File: config.mk
export PLATFORM = sky130hd
export DESIGN_NAME = alu_issue_unit
export DESIGN_NICKNAME = d
export VERILOG_FILES = /design/src/rtl/alu_pkg.sv /design/src/rtl/Optimized_ALU.sv /design/src/rtl/alu_result_fifo.sv /design/src/rtl/alu_issue_unit.sv
export SDC_FILE = /design/constraint.sdc
export NUM_CORES = 1
export LEC_CHECK = 0
export ABC_AREA = 1
export BUFFER_PORTS_ARGS = -buffer_cell sky130_fd_sc_hd__buf_2
export CAP_MARGIN = 10
export CORE_MARGIN = 5
export CORE_UTILIZATION = 43
export DETAILED_ROUTE_END_ITERATION = 8
export GPL_TIMING_DRIVEN = 0
export PLACE_DENSITY = 0.59
export SLEW_MARGIN = 15
export SYNTH_ARGS = -nofsm -noshare
export SYNTH_HDL_FRONTEND = slang
export SYNTH_SLANG_ARGS = --single-unit
File: constraint.sdc
create_clock -name clk -period 3.3 [get_ports clk]
set_clock_uncertainty 0.15 [all_clocks]
set_input_delay 0.66 -clock clk [delete_from_list [all_inputs] [get_ports clk]]
set_output_delay 0.66 -clock clk [all_outputs]
set_load 0.03 [all_outputs]
File: src/rtl/alu_pkg.sv
// Shared opcode definitions for the ALU and its issue front end.
package alu_pkg;

    localparam logic [2:0] OP_ADD  = 3'b000;
    localparam logic [2:0] OP_SUB  = 3'b001;
    localparam logic [2:0] OP_AND  = 3'b010;
    localparam logic [2:0] OP_OR   = 3'b011;
    localparam logic [2:0] OP_XOR  = 3'b100;
    localparam logic [2:0] OP_LAST = 3'b100;

    // Opcodes above OP_LAST are reserved and produce an error entry.
    function automatic logic op_is_legal(input logic [2:0] op);
        return (op <= OP_LAST);
    endfunction

endpackage

File: src/rtl/Optimized_ALU.sv
// Combinational ALU: add/sub with signed overflow, plus bitwise ops.
module Optimized_ALU #(
    parameter int N = 32
) (
    input  logic [N-1:0] A,
    input  logic [N-1:0] B,
    input  logic [2:0]   OP,
    output logic [N-1:0] C,
    output logic         OV
);

    // Select the operation; overflow is only meaningful for add/sub.
    always_comb begin
        // NOTE: default every output first so no path leaves it unassigned (no latch).
        C  = '0;
        OV = 1'b0;
        case (OP)
            3'b000: begin
                C  = A + B;
                OV = (A[N-1] == B[N-1]) && (C[N-1] != A[N-1]);
            end
            3'b001: begin
                C  = A - B;
                OV = (A[N-1] != B[N-1]) && (C[N-1] != A[N-1]);
            end
            3'b010:  C = A & B;
            3'b011:  C = A | B;
            3'b100:  C = A ^ B;
            default: C = '0;
        endcase
    end

endmodule

File: src/rtl/alu_result_fifo.sv
// In-order circular result buffer with an explicit occupancy count.
module alu_result_fifo #(
    parameter int WIDTH = 34,
    parameter int DEPTH = 4
) (
    input  logic                       clk,
    input  logic                       rst,
    input  logic                       push,
    input  logic [WIDTH-1:0]           push_data,
    input  logic                       pop,
    output logic [WIDTH-1:0]           pop_data,
    output logic                       full,
    output logic                       empty,
    output logic [$clog2(DEPTH):0]     count
);

    localparam int AW = $clog2(DEPTH);
    localparam int CW = AW + 1;

    logic [WIDTH-1:0] mem [DEPTH];
    logic [AW-1:0]    wr_ptr;
    logic [AW-1:0]    rd_ptr;
    logic             do_push;
    logic             do_pop;

    assign full    = (count == CW'(DEPTH));
    assign empty   = (count == '0);
    assign do_push = push && !full;
    assign do_pop  = pop && !empty;

    // Head entry, forced to zero while the buffer is empty.
    assign pop_data = empty ? '0 : mem[rd_ptr];

    // Pointers wrap naturally; the count alone distinguishes full from empty.
    always_ff @(posedge clk or posedge rst) begin
        // NOTE: sequential state is updated with non-blocking assignments only.
        if (rst) begin
            wr_ptr <= '0;
            rd_ptr <= '0;
            count  <= '0;
        end else begin
            if (do_push) wr_ptr <= wr_ptr + AW'(1);
            if (do_pop)  rd_ptr <= rd_ptr + AW'(1);
            case ({do_push, do_pop})
                2'b10:   count <= count + CW'(1);
                2'b01:   count <= count - CW'(1);
                default: count <= count;
            endcase
        end
    end

    // Storage write; contents are only observed through a valid head.
    always_ff @(posedge clk) begin
        // NOTE: the array is not reset; the empty flag masks stale entries.
        if (do_push) mem[wr_ptr] <= push_data;
    end

endmodule

File: src/rtl/alu_issue_unit.sv
// Registered valid/ready front end around Optimized_ALU with a result FIFO.
module alu_issue_unit
    import alu_pkg::*;
#(
    parameter int N     = 32,
    parameter int DEPTH = 4
) (
    input  logic         clk,
    input  logic         rst,
    input  logic         in_valid,
    output logic         in_ready,
    input  logic [N-1:0] in_a,
    input  logic [N-1:0] in_b,
    input  logic [2:0]   in_op,
    output logic         out_valid,
    input  logic         out_ready,
    output logic [N-1:0] out_c,
    output logic         out_ov,
    output logic         out_err,
    output logic [15:0]  ov_count
);

    localparam int CW = $clog2(DEPTH) + 1;
    localparam int EW = N + 2;

    logic          s1_valid;
    logic [N-1:0]  s1_a;
    logic [N-1:0]  s1_b;
    logic [2:0]    s1_op;

    logic [N-1:0]  alu_c;
    logic          alu_ov;

    logic          accept;
    logic          push;
    logic          pop;
    logic          s1_legal;
    logic [EW-1:0] push_data;
    logic [EW-1:0] head_data;
    logic          fifo_full;
    logic          fifo_empty;
    logic [CW-1:0] fifo_count;
    logic [CW-1:0] occupancy;

    // Reserve a FIFO slot for the entry sitting in S1 so it can always push.
    assign occupancy = fifo_count + CW'(s1_valid);
    assign in_ready  = (occupancy < CW'(DEPTH));
    assign accept    = in_valid && in_ready;

    assign s1_legal  = op_is_legal(s1_op);
    assign push      = s1_valid && !fifo_full;
    assign pop       = out_valid && out_ready;
    assign push_data = s1_legal ? {alu_c, alu_ov, 1'b0} : {{N{1'b0}}, 1'b0, 1'b1};

    assign out_valid = !fifo_empty;
    assign {out_c, out_ov, out_err} = head_data;

    // Stage S1 captures accepted requests and empties when it pushes.
    always_ff @(posedge clk or posedge rst) begin
        if (rst) begin
            s1_valid <= 1'b0;
            s1_a     <= '0;
            s1_b     <= '0;
            s1_op    <= OP_ADD;
        end else if (accept) begin
            s1_valid <= 1'b1;
            s1_a     <= in_a;
            s1_b     <= in_b;
            s1_op    <= in_op;
        end else if (push) begin
            s1_valid <= 1'b0;
        end
    end

    // Saturating count of legal results pushed with overflow set.
    always_ff @(posedge clk or posedge rst) begin
        if (rst) begin
            ov_count <= '0;
        end else if (push && s1_legal && alu_ov && (ov_count != 16'hFFFF)) begin
            ov_count <= ov_count + 16'd1;
        end
    end

    Optimized_ALU #(.N(N)) u_alu (
        .A  (s1_a),
        .B  (s1_b),
        .OP (s1_op),
        .C  (alu_c),
        .OV (alu_ov)
    );

    alu_result_fifo #(.WIDTH(EW), .DEPTH(DEPTH)) u_fifo (
        .clk       (clk),
        .rst       (rst),
        .push      (push),
        .push_data (push_data),
        .pop       (pop),
        .pop_data  (head_data),
        .full      (fifo_full),
        .empty     (fifo_empty),
        .count     (fifo_count)
    );

endmodule

== After elaboration in Yosys (flattened, before gate mapping) ==
Memories as Yosys holds them, arrays and structs flattened.
Cells that the tools add are included.
Cells by class
  shift-type cells: 0
  $mul: 0
  mux-type cells: 9
  bitwise operators: 3
  order comparisons: 2
  add/subtract/negate cells: 8
  reduce and logical (&&, ||, !) cells: 16
  equality and inequality tests: 12
  divide/modulo/power cells: 0
Operators by type and width (count)
  case mux 32 bit (5 select lines): 1
  two-way mux 34 bit: 2
  adder 32 bit: 1
  bitwise AND 32 bit: 1
  OR 32 bit: 1
  subtractor 32 bit: 1
  XOR 32 bit: 1
  adder 16 x 1 -> 16 bit, second input constant: 1
  != test 16 bit, second input constant: 1
  logical AND 1 bit: 10
  equality test 3 x 2 -> 1 bit, second input constant: 2
  equality test 3 bit, second input constant: 2
  zero test 3 bit: 2
  case mux 3 bit (2 select lines): 1
  adder 2 x 1 -> 2 bit, second input constant: 2
  two-way mux 1 bit: 4
  nonzero test 2 bit: 2
  adder 3 x 1 -> 3 bit: 1
  adder 3 x 1 -> 3 bit, second input constant: 1
  equality test 3 x 1 -> 1 bit, second input constant: 1
  <= comparator 3 bit, second input constant: 1
  < comparator 3 bit, second input constant: 1
  != test 1 bit: 3
  subtractor 3 x 1 -> 3 bit, second input constant: 1
  other kinds (5): 6
Word-level totals
  RAM bits: 136
  input port bits: 71
  memories kept: 1
  register bits after elaboration: 91
  ROM bits: 0
  bits in latches: 0
Memories
  u_fifo.mem: words 4, width 34, rd ports 1, clocked after Yosys merged registers in 0, write ports 1, RTL line alu_result_fifo.sv:20  | logic [WIDTH-1:0] mem [DEPTH];

== Logic depth before layout (Yosys ltp) ==
Gate-level depths: netlist of run 1.
  depth after elaboration: 6
  mapped depth: 19
  depth with buffers taken out: 17

== Cells and area by module ==
A second synthesis of run 1 with hierarchy kept.
Unflattened totals
  cells, all modules: 2405
  area total of the unflattened synthesis: 16633.5 µm²
Modules (own cells, without submodules)
  Optimized_ALU: sequential area each 0.0 µm², area each 6418.7 µm², cells an instance 1287, instances 1
  alu_result_fifo: sequential area each 4259.1 µm², area each 6214.7 µm², cells an instance 595, instances 1
  alu_issue_unit: sequential area each 2102.0 µm², area each 4000.1 µm², cells an instance 523, instances 1

== Worst setup path after synthesis of run 1 ==
No wires, ideal clock.
  kind: reg-to-reg
  start: reg u_fifo.count[0]
  end: mem u_fifo.mem[0][0] (enable)
  required time: 2.725 ns
  arrival: 2.435 ns
  path buffers: 0
  slack: 0.290 ns
  setup time: 0.425 ns
  cell stages (with the launch flop): 5
  cells stage by stage: dfrtp_1 > inv_1 > a31oi_1 > inv_1 > nor2_1
On the way
  longest elaborated chain between the ends: 6
RTL lines
  from (decl): RTL line alu_result_fifo.sv:14  | output logic [$clog2(DEPTH):0] count
  from (signal assigned): RTL line alu_result_fifo.sv:45  | 2'b10: count <= count + CW'(1);
  from (signal assigned): RTL line alu_result_fifo.sv:46  | 2'b01: count <= count - CW'(1);
  from (signal assigned): RTL line alu_result_fifo.sv:47  | default: count <= count;
  equality test 3 bit *: RTL line alu_result_fifo.sv:26  | assign full = (count == CW'(DEPTH));
  zero test 1 bit *: RTL line alu_result_fifo.sv:28, alu_issue_unit.sv:51
  logical AND 1 bit: RTL line alu_issue_unit.sv:51  | assign push = s1_valid && !fifo_full;
  logical AND 1 bit *: RTL line alu_result_fifo.sv:28  | assign do_push = push && !full;
  two-way mux 1 bit *: RTL line alu_result_fifo.sv:55  | if (do_push) mem[wr_ptr] <= push_data;
  two-way mux 1 bit (not written as such) *: RTL line alu_result_fifo.sv:55
  to (decl): RTL line alu_result_fifo.sv:20
Mark *: on every way between the ends. The rest lies on a longest branch, timed or not.

== Worst setup path in the final report of run 1 ==
  start: reg u_fifo.rd_ptr[0]
  end: out out_c[14]
On the way
  longest elaborated chain between the ends: 2
RTL lines
  from (decl): RTL line alu_result_fifo.sv:22  | logic [AW-1:0] rd_ptr;
  from (signal assigned): RTL line alu_result_fifo.sv:43  | if (do_pop) rd_ptr <= rd_ptr + AW'(1);
  memory read (4 x 34 bit)
  two-way mux 34 bit: RTL line alu_result_fifo.sv:32  | assign pop_data = empty ? '0 : mem[rd_ptr];
  to (decl): RTL line alu_issue_unit.sv:17  | output logic [N-1:0] out_c,
No other way between the ends.

==> results list, run 1 <==
- Status: finished clean
- Endpoint of the worst setup timing path: out_c[14]
* Share of flip-flops with an asynchronous set or reset after synthesis: 0.401
- Worst Reg-to-Reg Cells: 13
* Count of flip-flops with a built-in enable after synthesis: 136
* Count of nets after finishing: 2196
* Endpoint class of the critical path: primary output
- Vias after detailed routing: 13200
- Cell at the slowest stage of the critical path: clkbuf_1
- After floorplanning, the core was sized to cover 33700 sq um.
* Clock tree from TritonCTS: done
- The critical path crosses 6 cells after its start point.
- Period Utilization, post-route: 0.970
- Final std cells w/o fill: 2477
* Overall overflow remaining after global route: 0
- Proportion of layout cells with a drive suffix above 1: 0.124
* Initial DRC Count: 985
- Initial Util: 0.437
- Clock tree synthesis selected as its root buffer the cell clkbuf_16.
- The worst hold path begins at in_a[3].
- Summed over all instances, the cell type with the most area after synthesis is edfxtp_1.
- The number of antenna violations at the first check in global routing came to 0.
* Kind of critical path: reg -> out
* Count of unique library cells instantiated by Yosys: 50
- Data required time of the critical path: 2.49 ns
- Detailed placement finished with a half-perimeter wire length of 37700 um.
* RePlAce Congestion: 1.00
- Worst rel slew slack: 0.327
- Critical Path Max Stage Delay: 0.42 ns
- Top post-synthesis cells by count: nor2_1, nand2_1, inv_1
* Top area cells in the synthesized netlist: edfxtp_1, dfrtp_1, ha_1
* Maximum number of buffers from clock root to sink: 3
* Worst setup path start: u_fifo.rd_ptr[0]
- The area growth from synthesis to layout is 15.2%.
- After clock tree synthesis, the clock-pin slew on the worst setup and hold paths is 0.06 ns.
- The first detailed-routing pass took 5 iterations.
- All-layer global routing usage: 0.246
* Number of placed instances with taps included: 2430
* Number of maximum-capacitance violations: 0
- The floorplan has 67 rows.
- Together, buffers and inverters on the worst path number 4.
- The signal on the critical path passes through clkbuf_1 > inv_1 > clkbuf_1 > o21ai_0 > a21oi_1 > buf_2.
- DRC: 0
- The first global-routing pass estimated 73500 um of wire.
- After technology mapping, the gate count stands at 1855.
- Cell with the most instances after synthesis: nor2_1
- At the worst endpoint, the arrival time is 2.39 ns.
- Final Setup Violations: 0
* Critical R2R Capture: u_fifo.mem[1][31]
- Gate family responsible for the most delay along the worst path: buffers and inverters
- The number of global-route vias before repair was 13000.
- RR Startpoint: s1_a[11]
- Horizontal extent of the die: 195 um
* Num Clock Sinks: 227
- Based on the critical path, the design can be clocked at up to 0.312 GHz.
* Most common flop cell mapped by yosys: edfxtp_1
- Yosys printed 0 warnings.
- Summing every instance area after synthesis gives 14700 sq um.
* Total clock buffers created by CTS: 26
- The total count of hold-check failures in the final report was 0.
* Top cell type's share of synthesized area: 0.277
- Count of antenna-violating nets left after detailed routing: 0
- Number of placed I/O pins: 123
- Dividing the detail-routed wire length by the instance count gives 19.4 um.
- Total area of multi-input combinational cells: 7270 sq um
- The number of nets handed over by synthesis was 2042.
- Synthesis inferred 227 register bits.
- Post-detailed-route via-to-cell ratio: 5.34
- Summing all flip-flop and latch instances after layout gives 6360 sq um.
- Of all nets on the critical path, the largest fanout is 10.
- After clock tree synthesis, the setup repair step added 0 buffers.
- H-tree level count: 1
* Number of fill cells in the layout: 3361
* Largest net degree at the start of global routing: 47
- Final period demand of the worst path: 3.20 ns
- Most used cell, CP: clkbuf_1
- Clock latency of the later-clocked register in the worst-skew pair: 0.55 ns
* Total length of routed wires: 48100 um
- Across all register-to-register paths, the minimum setup slack is 0.19 ns.
* Kind of start point of the critical path: register
* Transition time of the tightest slew-check pin: 1.01 ns
- Input and output buffers added on the ports amount to 122.
- In this run the vertical extent of the chip is 195 um.
- The min-delay analysis places its worst path in the category in -> reg.
- Floorplan die area: 38000 sq um
- The max-slew violation count came to 0.
- For this run, the register share of the synthesized area comes to 0.432.
* Average footprint of a synthesized cell: 7.93 sq um
==> routing by layer <==
layer,vias to the layer above,global-route usage,part of all wire
li1,6479,-,-
met1,6262,0.333,0.43
met2,416,0.407,0.47
met3,79,0.0353,0.065
met4,0,0.0846,0.032
met5,-,0,0
==> cells by family (layout without fill, tap and decap cells) <==
logic type / Yosys count / in the layout / share of synthesized area
mux: 1 / 1 / 0.000765
flops: 227 / 227 / 0.432
xor+xnor: 19 / 19 / 0.0113
simple gates: 796 / 796 / 0.227
compound gates: 404 / 404 / 0.151
other cells: 0 / 1 / 0
fa+ha+maj: 116 / 116 / 0.100
buf+inv: 292 / 465 / 0.0779
==> worst min-delay path by stage <==
stage	end	slack (ns)	cells past startpoint
6_report	s1_a[3]	0.20	3
5_1_grt	s1_a[2]	0.20	3
2_1_floorplan	u_fifo.count[0]	0.34	1
3_3_place_gp	ov_count[8]	0.33	2
4_1_cts	s1_a[2]	0.19	3
3_5_place_dp	ov_count[15]	0.35	2
==> metrics by stage <==
step | setup slack [ns] | utilization | TNS (ns) | cell area (sq um) | hold slack, ns
floorplan | 0.126 | - | 0 | 14700 | 0.339
global placement | -1.25 | 0.472 | -247.57 | 15900 | 0.327
detailed placement | 0.0995 | 0.477 | 0 | 16100 | 0.354
CTS | 0.0201 | 0.502 | 0 | 16900 | 0.187
global route | -0.00304 | 0.503 | -0.00304 | 17000 | 0.199
finish | 0.0994 | 0.503 | 0 | 17000 | 0.200
==> cell usage in the layout (no fill, tap or decap), drive strengths merged, types with 9 or more instances in the layout <==
| master | Yosys | layout |
|---|---|---|
| nor2 | 335 | 335 |
| nand2 | 301 | 301 |
| inv | 221 | 222 |
| a21oi | 197 | 197 |
| buf | 16 | 144 |
| edfxtp | 136 | 136 |
| o21ai | 127 | 127 |
| ha | 113 | 113 |
| nand3 | 113 | 113 |
| dfrtp | 91 | 91 |
| clkbuf | 53 | 83 |
| o22ai | 27 | 27 |
| nand4 | 17 | 17 |
| nor3 | 17 | 17 |
| o21bai | 14 | 14 |
| xor2 | 13 | 13 |
| clkinv | 2 | 9 |
==> state kept, by name, indices dropped and copies added (netlist names) <==
register       cells
u_fifo.wr_ptr      2
s1_op              3
u_fifo.rd_ptr      2
s1_valid           1
ov_count          16
s1_b              32
u_fifo.count       3
u_fifo.mem       136
s1_a              32
==> repair_timing <==
action | in CTS | in global routing
hold buffers | 1 | 0
endpoints found under the hold margin | 29 | 0
endpoints found under the setup margin | 30 | 48
gates resized for setup | 5 | 22
==> cell type report <==
cell class                      instances  share of cell area
Multi-Input combinational cell       1336               0.429
Sequential cell                       227               0.375
Inverter                              223              0.0497
Timing Repair Buffer                  128              0.0443
Clock buffer                           33              0.0412
Tap cell                              448              0.0331
Buffer                                 67              0.0187
Clock inverter                         14             0.00930
Antenna cell                            1            0.000148
==> tightest hold or removal path, stage by stage <==
cell and delay [ns]:
buf_2 0.07, nor2_1 0.03, a21oi_1 0.10
Power of run 1 is left out: the tool's default activity adds up to more than one toggle a clock period on the data nets, which glitch-free logic cannot reach.
==> run 2: changes to the inputs <==
- CORE_UTILIZATION: 43 -> 40
- PLACE_DENSITY: 0.59 -> 0.55
==> run 2 against run 1 <==
  * Non-clock buffer count did not move
  * First-iteration DRC count shrank 12%
  * Flip-flop and latch count is the same
  * Die area is 7.1% higher
  * Global-route usage down 1.2 points
  * Hold slack improved by 0.014 ns
  * Final area increased by 0.48%
  * Setup slack improved by 0.064 ns
  * Via count unchanged
  * Largest cell class unchanged
==> results list, run 2 (synthesis gave the netlist of run 1 again) <==
* Status: finished clean
* RR Startpoint: s1_a[1]
- In this run the critical register-to-register path is captured at u_fifo.mem[3][27].
- Sink of the worst hold path: s1_b[21]
- Routed length on met2: 22900 um
* Data required time of the critical path: 2.49 ns
- Setup repair after global routing left no endpoint under its margin.
- Hold-critical path depth: 3
* Commonest non-fill, non-tap cells in the layout: nor2_1, nand2_1, inv_1, a21oi_1, edfxtp_1
- Final Setup Violations: 0
- Max-cap violations in this run came to 0.
- Cell at the slowest stage of the critical path: clkbuf_1
- For this run, the detailed router's first-pass iteration total came to 5.
* Largest net degree at the start of global routing: 47
* Number of fill cells in the layout: 3722
* Final worst slack: 0.164 ns
* RePlAce Congestion: 0.985
- Register-to-register setup slack: 0.20 ns
- Horizontal extent of the die: 202 um
* DRC: 0
- Final worst hold slack: 0.214 ns
- In this run the tightest slew margin relative to its limit is 0.311.
- Worst Reg-to-Reg Cells: 12
* Number of placed I/O pins: 123
* Max FFs per register: 136
- Number of antenna violations at the first check in global routing: 0
- Clock latency of the later-clocked register in the worst-skew pair: 0.54 ns
- Global-route wire length before repair: 74900 um
- Count of nets after finishing: 2196
- Vias after detailed routing: 13200
- Final period demand of the worst path: 3.14 ns
* Kind of critical path: reg -> out
- After detailed routing, the average wire length per cell comes to 19.5 um.
- The initial utilization of the core area, before any placement, comes to 0.404.
- Highest signal layer in the routed design: met4
- CP arrival: 2.33 ns
- The total count of hold-check failures in the final report is 0.
* Initial DRC Count: 866
* Accumulated negative setup slack: 0 ns
* Biggest regs: u_fifo.mem x136, s1_a x32, s1_b x32
- Count of antenna-violating nets left after detailed routing: 0
- After clock tree synthesis, the clock-pin slew on the worst setup and hold paths is 0.06 ns.
- Via count of the first global-routing pass: 13100
* Num Clock Sinks: 227
- STA classifies the critical path startpoint as a register.
- In this run the core area contains 70 standard-cell rows.
* Total non-filler cell area in the finished layout: 17000 sq um
- Buffers plus inverters on the worst setup path: 2
- All-layer global routing usage: 0.233
- H-tree level count: 1
* Gate family responsible for the most delay along the worst path: buffers and inverters
- The placed instances occupy a cell area of 16100 sq um.
- In the finished design, the share of the clock period the worst path needs comes to 0.950.
- The max-slew violation count is 0.
* Endpoint class of the critical path: primary output
- Overall overflow remaining after global route: 0
- OpenSTA, run right after detailed placement, puts the worst setup slack at 0.0657 ns.
- Leaving out fill and tap cells, the most frequent cell in the layout is nor2_1.
- Hold wc startpoint: in_b[21]
- Clock tree from TritonCTS: done
- Routed length on met3: 2590 um
- Number of diodes: 0
- Worst hold path class: in -> reg
- The tree is rooted in a clkbuf_16.
* Overall die height: 202 um
- Top register by number of flip-flops: u_fifo.mem
- In this run the tool buffered the top-level ports with 122 buffer cells.
- Routed length on met1: 21900 um
- Detailed placement finished with a half-perimeter wire length of 38100 um.
- Total length of routed wires: 48800 um
* Post-detailed-route via-to-cell ratio: 5.30
- The total area inside the core boundary comes to 36400 sq um.
- Transition time of the tightest slew-check pin: 1.03 ns
- In this run the worst path has a maximum fanout of 10.
* Floorplan die area: 40700 sq um
* Fmax: 0.319 GHz
* Critical Path Max Stage Delay: 0.51 ns
- Total clock buffers created by CTS: 26
- Proportion of layout cells with a drive suffix above 1: 0.126
* Post-synthesis to final-layout area growth: 15.8%
- The signal on the critical path passes through nor3_4 > clkbuf_1 > a21oi_1 > buf_2.
* Maximum number of buffers from clock root to sink: 3
run 2: cell types whose count changed in the layout (fill, tap and decap cells not counted), sizes merged:
cell	delta
buf	-1
bufinv	+1
clkinv	+2
diode	-1
inv	-1
run 2: repair_timing:
item,CTS,global route
hold endpoints to repair,19,0
hold buffers,1,0
resized for setup,7,14
setup buffers,0,0
endpoints found under the setup margin,30,61
run 2: per-layer routing:
layer | up-vias | track usage
li1 | 6486 | -
met1 | 6297 | 0.321
met2 | 377 | 0.393
met3 | 76 | 0.0257
met4 | 0 | 0.0667
met5 | - | 0
run 2: worst max-delay path by stage:
stage,start,to,cells after the start
CTS,u_fifo.rd_ptr[0],out_c[20],7
detailed placement,s1_a[13],u_fifo.mem[1][32],13
floorplan,rst,ov_count[0],1
finish,u_fifo.count[1],out_c[10],4
global placement,rst,s1_a[1],2
global route,u_fifo.count[0],s1_a[6],6
run 2: layout make-up:
cell class	instances	area (sq um)	area share
sequential	227	6360	0.373
clock inverter	16	196	0.0115
inverter	223	843	0.0495
tap	468	586	0.0344
clock buffer	32	724	0.0425
multi-input combinational	1336	7260	0.426
timing repair buffer	128	751	0.0441
buffer	67	314	0.0184
run 2: worst min-delay path, stage by stage:
cell and delay [ns]:
buf_2 0.07, nor2_1 0.03, a21oi_1 0.09
run 2: per-stage QoR:
stage / instances / utilization
after floorplan: 1855 / -
after global placement: 2445 / 0.437
after detailed placement: 2450 / 0.441
after CTS: 2498 / 0.467
after global routing: 2497 / 0.468
final: 2497 / 0.468
Power of run 2 is left out for the same reason.
==> run 3: changes to the inputs <==
- PLACE_DENSITY: 0.55 -> 0.61
==> run 3 against run 2 <==
  * Critical path depth up 2
  * Die area did not move
  * Largest cell class unchanged
  * Final cell count barely moved
  * First-iteration DRC count rose by 27%
  * Register-to-register slack lost 0.07 ns
  * Routed wire length is 0.36% lower
  * Non-clock buffer count shrank 1
  * Setup slack worse by 0.063 ns
==> results list, run 3 (synthesis gave the netlist of run 1 again) <==
- Endpoint class of the critical path: primary output
- For the finished layout, the period the worst path requires is 3.20 ns.
- The die is 202 um wide.
- TritonCTS built the clock tree.
* Worst rel slew slack: 0.353
- The number of global-route vias before repair was 12900.
- The register with the most flip-flops in the layout has 136 of them.
* Area of the core: 36400 sq um
- Final hold violation count: 0
- In the post-route analysis, the smallest setup slack over all paths is 0.101 ns.
* Kind of critical path: reg -> out
* Core occupancy in the finished layout: 0.468
- Routability-driven placement finished with a final weighted congestion of 0.978.
* Maximum number of buffers from clock root to sink: 3
* Number of antenna violations at the first check in global routing: 0
* Hold wc startpoint: in_b[19]
- Final Slew Violations: 0
* Unrepaired setup endpoints after global routing: no
- Clock latency on the worst-skew pair, taken at its later pin, is 0.54 ns.
- Transition time of the tightest slew-check pin: 0.970 ns
- At the worst endpoint, the required time is 2.49 ns.
* Avg WL per Cell: 19.5 um
* Count of input and output buffers: 122
* Initial Util: 0.404
* Length of the first detailed-routing pass in iterations: 5
- Site row count: 70
- Initial DRC Count: 1104
* Top register by number of flip-flops: u_fifo.mem
* Post-detailed-route via-to-cell ratio: 5.29
* H-tree level count: 1
* Post-placement worst setup slack: 0.0157 ns
* Number of placed I/O pins: 123
- After detailed routing, the number of remaining DRC violations is 0.
- Worst hold path class: in -> reg
- Largest net degree at the start of global routing: 50
- Floorplan die area: 40700 sq um
* All-layer global routing usage: 0.232
- Count of antenna-violating nets left after detailed routing: 0
* Final Setup Violations: 0
* Most common library cell in the layout ignoring fill and taps: nor2_1
- Post-synthesis to final-layout area growth: 15.9%
- The startpoint identified for the worst register-to-register timing path is s1_a[17].
- The top cell types in the final layout, fill and taps aside, are nor2_1, nand2_1, inv_1, a21oi_1, edfxtp_1.
- Counting the buffers created by CTS gives 26.
* Kind of start point of the critical path: register
- The flow ran to the end, and the final reports show no timing, DRC or antenna violations.
* Number of fill cells in the layout: 3583
- Detailed placement finished with a half-perimeter wire length of 37900 um.
- For this run, the post-layout net count is 2195.
- Across the run, the number of max-cap violations was 0.
* Buffer cell driving the clock tree root: clkbuf_16
- The first global-routing pass estimated 74600 um of wire.
- After clock tree synthesis, the clock-pin slew on the worst setup and hold paths is 0.06 ns.
* Number of diodes: 0
* Num Clock Sinks: 227
* Accumulated negative setup slack: 0 ns
- Total length of routed wires: 48600 um
* Proportion of layout cells with a drive suffix above 1: 0.127
- Timing would allow up to 0.313 GHz.
* Final worst hold slack: 0.215 ns
- In the finished design, the share of the clock period the worst path needs comes to 0.969.
- Overall overflow remaining after global route: 0
- The routed layout has 13200 vias.
- The largest registers in the layout are u_fifo.mem x136, s1_a x32, s1_b x32.
* Overall die height: 202 um
* Max FO, Critical Path: 10
- The critical path starts at u_fifo.rd_ptr[0].
- CP arrival: 2.39 ns
run 3: metal layers:
layer  vias up  GRT usage  routed length (um)
met3        73     0.0231                2860
li1       6468          -                   -
met5         -          0                   0
met4         0     0.0632                1270
met2       426      0.391               22900
met1      6241      0.321               21600
run 3: area by class of cell:
cell class	instances	area, sq um	area share
multi-input cells	1336	7270	0.426
flip-flops and latches	227	6360	0.373
inverters	223	843	0.0494
repair buffers	128	751	0.0440
clock buffers	33	718	0.0421
well taps	468	586	0.0343
plain buffers	66	313	0.0183
clock inverters	15	216	0.0127
run 3: through the flow:
stage	instances	area [sq um]
floorplan	1855	14700
global placement	2445	15900
detailed placement	2450	16100
CTS	2497	17000
global route	2496	17100
finish	2496	17100
run 3: worst max-delay path, stage by stage, from the launching register on:
cell,delay [ns]
dfrtp_1,0.35
clkbuf_1,0.18
inv_1,0.18
clkbuf_1,0.39
o21ai_0,0.17
a21oi_1,0.30
buf_2,0.26
run 3: path summary, 6_finish.rpt:
check,cells after the start,endpoint,slack [ns]
min in group asynchronous,3,s1_b[22],0.52
worst min-delay path,3,s1_b[19],0.22
worst min register to register,2,ov_count[8],0.35
worst max-delay path,6,out_c[13],0.10
worst max register to register,11,u_fifo.mem[1][24],0.13
max in group asynchronous,4,s1_a[1],1.85
run 3: what timing repair did:
item                                    in CTS  in global routing
setup buffers                                0                  0
hold buffers                                 1                  0
endpoints found under the hold margin       42                  0
cloned                                       0                  0
endpoints found under the setup margin      34                 43
resized for setup                            7                 25
Power of run 3 is left out for the same reason.
